File: config.mk
export PLATFORM = sky130hd
export DESIGN_NAME = exec_share_arbiter_flat
export DESIGN_NICKNAME = d
export VERILOG_FILES = /design/src/rtl/exec_share_arbiter_if.sv /design/src/rtl/exec_share_arbiter.sv /design/src/flat_wrapper.sv
export SDC_FILE = /design/constraint.sdc
export NUM_CORES = 1
export LEC_CHECK = 0
export ABC_AREA = 1
export ABC_CLOCK_PERIOD_IN_PS = 2700
export CORE_AREA = 2 2 213 215
export DETAILED_ROUTE_END_ITERATION = 16
export DIE_AREA = 0 0 215 217
export GPL_ROUTABILITY_DRIVEN = 0
export PLACE_DENSITY = 0.57
export SKIP_LAST_GASP = 1
export SYNTH_ARGS = -nofsm -noshare
export SYNTH_HDL_FRONTEND = slang
export SYNTH_SLANG_ARGS = --single-unit
File: constraint.sdc
create_clock -name clk -period 2.7 [get_ports clk]
set_clock_uncertainty 0.05 [all_clocks]
set_input_delay 0.54 -clock clk [delete_from_list [all_inputs] [get_ports clk]]
set_output_delay 0.54 -clock clk [all_outputs]
set_load 0.005 [all_outputs]
File: src/rtl/exec_share_arbiter_if.sv
// Request/response bundle between two requesters, the shared Execute datapath and the
// response consumer. master = requesters/Execute/consumer side, slave = arbiter side.
interface exec_share_arbiter_if #(
  parameter int unsigned OPCODE_BIT_WIDTH = 4,
  parameter int unsigned DBITS            = 32
);
  localparam int unsigned REQ_W = 4 + 2 * OPCODE_BIT_WIDTH + 16 + 4 * DBITS;

  logic             rq0_valid;
  logic             rq0_ready;
  logic [REQ_W-1:0] rq0_word;
  logic             rq1_valid;
  logic             rq1_ready;
  logic [REQ_W-1:0] rq1_word;
  logic [REQ_W-1:0] ex_word;
  logic [DBITS-1:0] ex_alu;
  logic             ex_cond;
  logic             rsp_valid;
  logic             rsp_ready;
  logic             rsp_id;
  logic [DBITS-1:0] rsp_data;
  logic             rsp_cond;

  modport slave (
    input  rq0_valid, rq0_word, rq1_valid, rq1_word, ex_alu, ex_cond, rsp_ready,
    output rq0_ready, rq1_ready, ex_word, rsp_valid, rsp_id, rsp_data, rsp_cond
  );

  modport master (
    output rq0_valid, rq0_word, rq1_valid, rq1_word, ex_alu, ex_cond, rsp_ready,
    input  rq0_ready, rq1_ready, ex_word, rsp_valid, rsp_id, rsp_data, rsp_cond
  );
endinterface

File: src/rtl/exec_share_arbiter.sv
// Round-robin share of one combinational Execute unit between two requesters, with an
// issue register feeding Execute and a response register capturing its result.
module exec_share_arbiter #(
  parameter int unsigned OPCODE_BIT_WIDTH = 4,
  parameter int unsigned DBITS            = 32
) (
  input  logic                 clk,
  input  logic                 reset_n,
  exec_share_arbiter_if.slave  bus
);
  localparam int unsigned REQ_W = 4 + 2 * OPCODE_BIT_WIDTH + 16 + 4 * DBITS;

  logic             iv_q, iv_d;
  logic [REQ_W-1:0] ireg_q, ireg_d;
  logic             iid_q, iid_d;
  logic             rv_q, rv_d;
  logic [DBITS-1:0] rdata_q, rdata_d;
  logic             rcond_q, rcond_d;
  logic             rid_q, rid_d;
  logic             rr_last_q, rr_last_d;

  logic adv_c;
  logic accept_ok_c;
  logic any_valid_c;
  logic grant_c;
  logic accept_c;

  // Handshake control; ready is held low while reset is asserted.
  always_comb begin
    adv_c       = iv_q & (~rv_q | bus.rsp_ready);
    accept_ok_c = reset_n & (~iv_q | adv_c);
    any_valid_c = bus.rq0_valid | bus.rq1_valid;
    if (bus.rq0_valid && bus.rq1_valid) begin
      grant_c = ~rr_last_q;
    end else begin
      grant_c = bus.rq1_valid;
    end
    accept_c      = accept_ok_c & any_valid_c;
    bus.rq0_ready = accept_c & ~grant_c;
    bus.rq1_ready = accept_c & grant_c;
  end

  // Next state for both pipeline stages and the round-robin pointer.
  always_comb begin
    iv_d      = iv_q;
    ireg_d    = ireg_q;
    iid_d     = iid_q;
    rr_last_d = rr_last_q;
    rv_d      = rv_q;
    rdata_d   = rdata_q;
    rcond_d   = rcond_q;
    rid_d     = rid_q;

    if (accept_c) begin
      ireg_d    = grant_c ? bus.rq1_word : bus.rq0_word;
      iid_d     = grant_c;
      iv_d      = 1'b1;
      rr_last_d = grant_c;
    end else if (adv_c) begin
      iv_d = 1'b0;
    end

    // A retiring response and a new capture in the same cycle simply reload the register.
    if (adv_c) begin
      rdata_d = bus.ex_alu;
      rcond_d = bus.ex_cond;
      rid_d   = iid_q;
      rv_d    = 1'b1;
    end else if (rv_q && bus.rsp_ready) begin
      rv_d = 1'b0;
    end
  end

  always_ff @(posedge clk or negedge reset_n) begin
    if (!reset_n) begin
      iv_q      <= 1'b0;
      ireg_q    <= '0;
      iid_q     <= 1'b0;
      rr_last_q <= 1'b1;
      rv_q      <= 1'b0;
      rdata_q   <= '0;
      rcond_q   <= 1'b0;
      rid_q     <= 1'b0;
    end else begin
      iv_q      <= iv_d;
      ireg_q    <= ireg_d;
      iid_q     <= iid_d;
      rr_last_q <= rr_last_d;
      rv_q      <= rv_d;
      rdata_q   <= rdata_d;
      rcond_q   <= rcond_d;
      rid_q     <= rid_d;
    end
  end

  assign bus.ex_word   = ireg_q;
  assign bus.rsp_valid = rv_q;
  assign bus.rsp_data  = rdata_q;
  assign bus.rsp_cond  = rcond_q;
  assign bus.rsp_id    = rid_q;

endmodule
File: src/flat_wrapper.sv
// flat-port wrapper written by rule: the top's interface ports become plain ports
module exec_share_arbiter_flat 
#(
  parameter int unsigned OPCODE_BIT_WIDTH = 4,
  parameter int unsigned DBITS            = 32
)
  (clk, reset_n, bus_rq0_valid, bus_rq0_word, bus_rq1_valid, bus_rq1_word, bus_ex_alu, bus_ex_cond, bus_rsp_ready, bus_rq0_ready, bus_rq1_ready, bus_ex_word, bus_rsp_valid, bus_rsp_id, bus_rsp_data, bus_rsp_cond);
  exec_share_arbiter_if #(.OPCODE_BIT_WIDTH(OPCODE_BIT_WIDTH), .DBITS(DBITS)) bus_i ();
  input  logic clk;
  input  logic reset_n;
  input wire logic [$bits(bus_i.rq0_valid)-1:0] bus_rq0_valid;
  input wire logic [$bits(bus_i.rq0_word)-1:0] bus_rq0_word;
  input wire logic [$bits(bus_i.rq1_valid)-1:0] bus_rq1_valid;
  input wire logic [$bits(bus_i.rq1_word)-1:0] bus_rq1_word;
  input wire logic [$bits(bus_i.ex_alu)-1:0] bus_ex_alu;
  input wire logic [$bits(bus_i.ex_cond)-1:0] bus_ex_cond;
  input wire logic [$bits(bus_i.rsp_ready)-1:0] bus_rsp_ready;
  output wire logic [$bits(bus_i.rq0_ready)-1:0] bus_rq0_ready;
  output wire logic [$bits(bus_i.rq1_ready)-1:0] bus_rq1_ready;
  output wire logic [$bits(bus_i.ex_word)-1:0] bus_ex_word;
  output wire logic [$bits(bus_i.rsp_valid)-1:0] bus_rsp_valid;
  output wire logic [$bits(bus_i.rsp_id)-1:0] bus_rsp_id;
  output wire logic [$bits(bus_i.rsp_data)-1:0] bus_rsp_data;
  output wire logic [$bits(bus_i.rsp_cond)-1:0] bus_rsp_cond;
  assign bus_i.rq0_valid = bus_rq0_valid;
  assign bus_i.rq0_word = bus_rq0_word;
  assign bus_i.rq1_valid = bus_rq1_valid;
  assign bus_i.rq1_word = bus_rq1_word;
  assign bus_i.ex_alu = bus_ex_alu;
  assign bus_i.ex_cond = bus_ex_cond;
  assign bus_i.rsp_ready = bus_rsp_ready;
  assign bus_rq0_ready = bus_i.rq0_ready;
  assign bus_rq1_ready = bus_i.rq1_ready;
  assign bus_ex_word = bus_i.ex_word;
  assign bus_rsp_valid = bus_i.rsp_valid;
  assign bus_rsp_id = bus_i.rsp_id;
  assign bus_rsp_data = bus_i.rsp_data;
  assign bus_rsp_cond = bus_i.rsp_cond;
  exec_share_arbiter #(.OPCODE_BIT_WIDTH(OPCODE_BIT_WIDTH), .DBITS(DBITS)) u_core (.clk(clk), .reset_n(reset_n), .bus(bus_i));
endmodule
==> out/results.ini <==
[floorplanning]
io_pins = 543
num_rows = 78
dieArea_um2 = 46660
die_w_um = 215
die_y_um = 217
core_area_um2 = 44700
initial_core_util_pct = 21.56

[timing]
rsz0062_at_grt = no
hold_viol_final = 0
finalCriticalPeriod_ns = 2.561
setup_slack_ns = 0.1392
setup-violations-final = 0
fmax_ghz = 0.3905
final.setup.tns_ns = 0
tightest_slew_ns = 1.029
finalCritPeriodShare_pct = 94.84
slew_viol_final = 0
hold_ws_ns = 0.07244
slew_headroom_pct = 31.40

[cells_and_area]
final_common_cell = nand2_1
nets = 2186
mostFrequentLayoutCells = nand2_1, clkdlybuf4s50_1, dfrtp_1, nand3_1, clkbuf_16
areaGrowthSynthToFinish_pct = 67.42
design_area_um2 = 16130
drive_gt1_share_pct = 3.191
final_cells = 2450
final_util_pct = 36.10

[grt]
gr-total-overflow = 0
grt_pass1_vias = 10070
grt_max_degree = 157
track_usage_pct = 16.18
antenna_found_initial = 1
grt_pass1_wl_mm = 58.51

[clocking]
root_buffer = clkbuf_16
htreeDepth = 4
cts.sinks = 194
clock_latency_ns = 0.47
cts_buffers = 17
cts_tree = yes
path_clk_slew_ns = 0.07
clk_path_buf_depth = 2

[pwr]
cellLeakagePower_nw = 7.984
combPwrFrac_pct = 32.8
peakVddDrop_mv = 0.3568
pwr-share-seq_pct = 39.5
switching_share_pct = 30.29
power.internal_mw = 6.632
switchingPower_mw = 2.882
total_power_mw = 9.515
clock_power_share_pct = 27.7
powerDensity_nw_per_um2 = 589.7

[placed_design]
place_inst = 2416
dp_hpwl_mm = 26.57
dp_slack_ns = -0.01868
place_area_um2 = 15540
io_buffers = 542

[route]
drt-wirelength-per-cell_um = 15.50
routed_wl_mm = 37.97
via_per_inst = 4.196
drc = 0
firstDrtPassIters = 6
ant_nets = 0
num_vias = 10280
drtIter0Drc = 546

[synth]
ys_ff_latch = 194
synth_cells = 1351
synth.distinct_cells = 16
syn_area_per_cell_um2 = 7.133
yosysWarnings = 0
seq_area_frac_synth_pct = 50.39
syn_area_um2 = 9637
syn_nets = 1701

[setup_path]
reg2reg_depth = 7
crit_arrival_ns = 1.97
end_kind = primary output
worst_setup_path_start_kind = input pin
crit_fanout = 3
path_class = in -> out
critPathRequiredTime_ns = 2.11

[outcome]
outcome = finished clean

[worst_hold_path]
hold_class = in -> async

[run]
drv_cap = 0

sequential cells by signal, summed over array words and instances (netlist names):
register	cells
u_core.iv_q	1
u_core.bus.ex_word	156
u_core.bus.rsp_id	1
u_core.iid_q	1
u_core.rr_last_q	1
u_core.bus.rsp_valid	1
u_core.bus.rsp_data	32
u_core.bus.rsp_cond	1
power groups by stage:
| stage | sequential [mW] | combinational, mW | clock (mW) |
|---|---|---|---|
| 3_3_place_gp | 3.79 | 3.17 | 0 |
| 2_1_floorplan | 3.83 | 1.05 | 0 |
| 3_5_place_dp | 3.80 | 3.18 | 0 |
| 5_1_grt | 3.83 | 3.43 | 2.87 |
| 4_1_cts | 3.76 | 3.19 | 2.77 |
| 6_report | 3.76 | 3.12 | 2.63 |
final cells by class:
cell class | count | area [um^2]
repair buffers | 562 | 5669
clock inverters | 11 | 125.1
multi-input cells | 1056 | 4252
inverters | 5 | 18.77
flip-flops and latches | 194 | 4856
clock buffers | 21 | 460.4
well taps | 600 | 750.7
diodes | 1 | 2.502
fillers | 4767 | 28560
per-layer routing:
metal	up-vias	track usage [%]	part of all wire, %
li1	5145	-	-
met1	4775	19.12	42
met2	319	27.51	49
met3	41	5.465	7.1
met4	0	5.517	2.2
met5	-	0	0
cell families (layout without fill, tap and decap cells):
logic type	count (synthesis)	after routing	synth area share, %
other	0	1	0
DFF	194	194	50.39
AOI/OAI and AO/OA	1	1	0.09090
and+or+nand+nor	1055	1055	43.73
buffers and inverters	101	599	5.791
timing repair:
action / 4_1_cts / 5_1_grt
resized for setup: 1 / 0
setup buffers: 0 / 0
setup endpoints to repair: 1 / 0
endpoints found under the hold margin: 4 / 0
hold buffers: 1 / 0
critical path, cell delays in order:
cell,delay (ns)
clkdlybuf4s50_1,0.45
inv_1,0.06
nand3_2,0.14
inv_2,0.06
nor2_4,0.08
nand2_1,0.07
inv_1,0.05
clkdlybuf4s50_1,0.51
synthesized netlist by cell type:
| master | count | area (um^2) |
|---|---|---|
| nand3_2 | 1 | 10.01 |
| o21ai_2 | 1 | 8.760 |
| nor2_1 | 3 | 11.26 |
| buf_1 | 2 | 7.510 |
| nand3_1 | 190 | 950.9 |
| buf_4 | 25 | 187.7 |
| buf_6 | 2 | 22.52 |
| nand2_1 | 859 | 3224 |
| inv_1 | 4 | 15.01 |
| nor2_4 | 1 | 11.26 |
| inv_2 | 1 | 3.750 |
| clkbuf_1 | 11 | 41.29 |
| dfrtp_1 | 193 | 4830 |
| dfstp_2 | 1 | 26.28 |
| buf_2 | 56 | 280.3 |
| nand2_2 | 1 | 6.260 |
final timing paths:
kind,from,to,slack (ns)
max,bus_rsp_ready,bus_rq1_ready,0.14
min,reset_n,u_core.bus.ex_word[109]$_DFFE_PN0P_,0.07
max reg2reg,u_core.rr_last_q$_DFFE_PN1P_,u_core.bus.ex_word[100]$_DFFE_PN0P_,0.77
max in group asynchronous,reset_n,u_core.bus.rsp_data[20]$_DFFE_PN0P_,1.37
min in group clk,bus_rq1_valid,u_core.iv_q$_DFFE_PN0P_,0.42
min reg2reg,u_core.bus.rsp_data[26]$_DFFE_PN0P_,u_core.bus.rsp_data[26]$_DFFE_PN0P_,0.43
No activity file was read; power rests on OpenSTA's default activity.
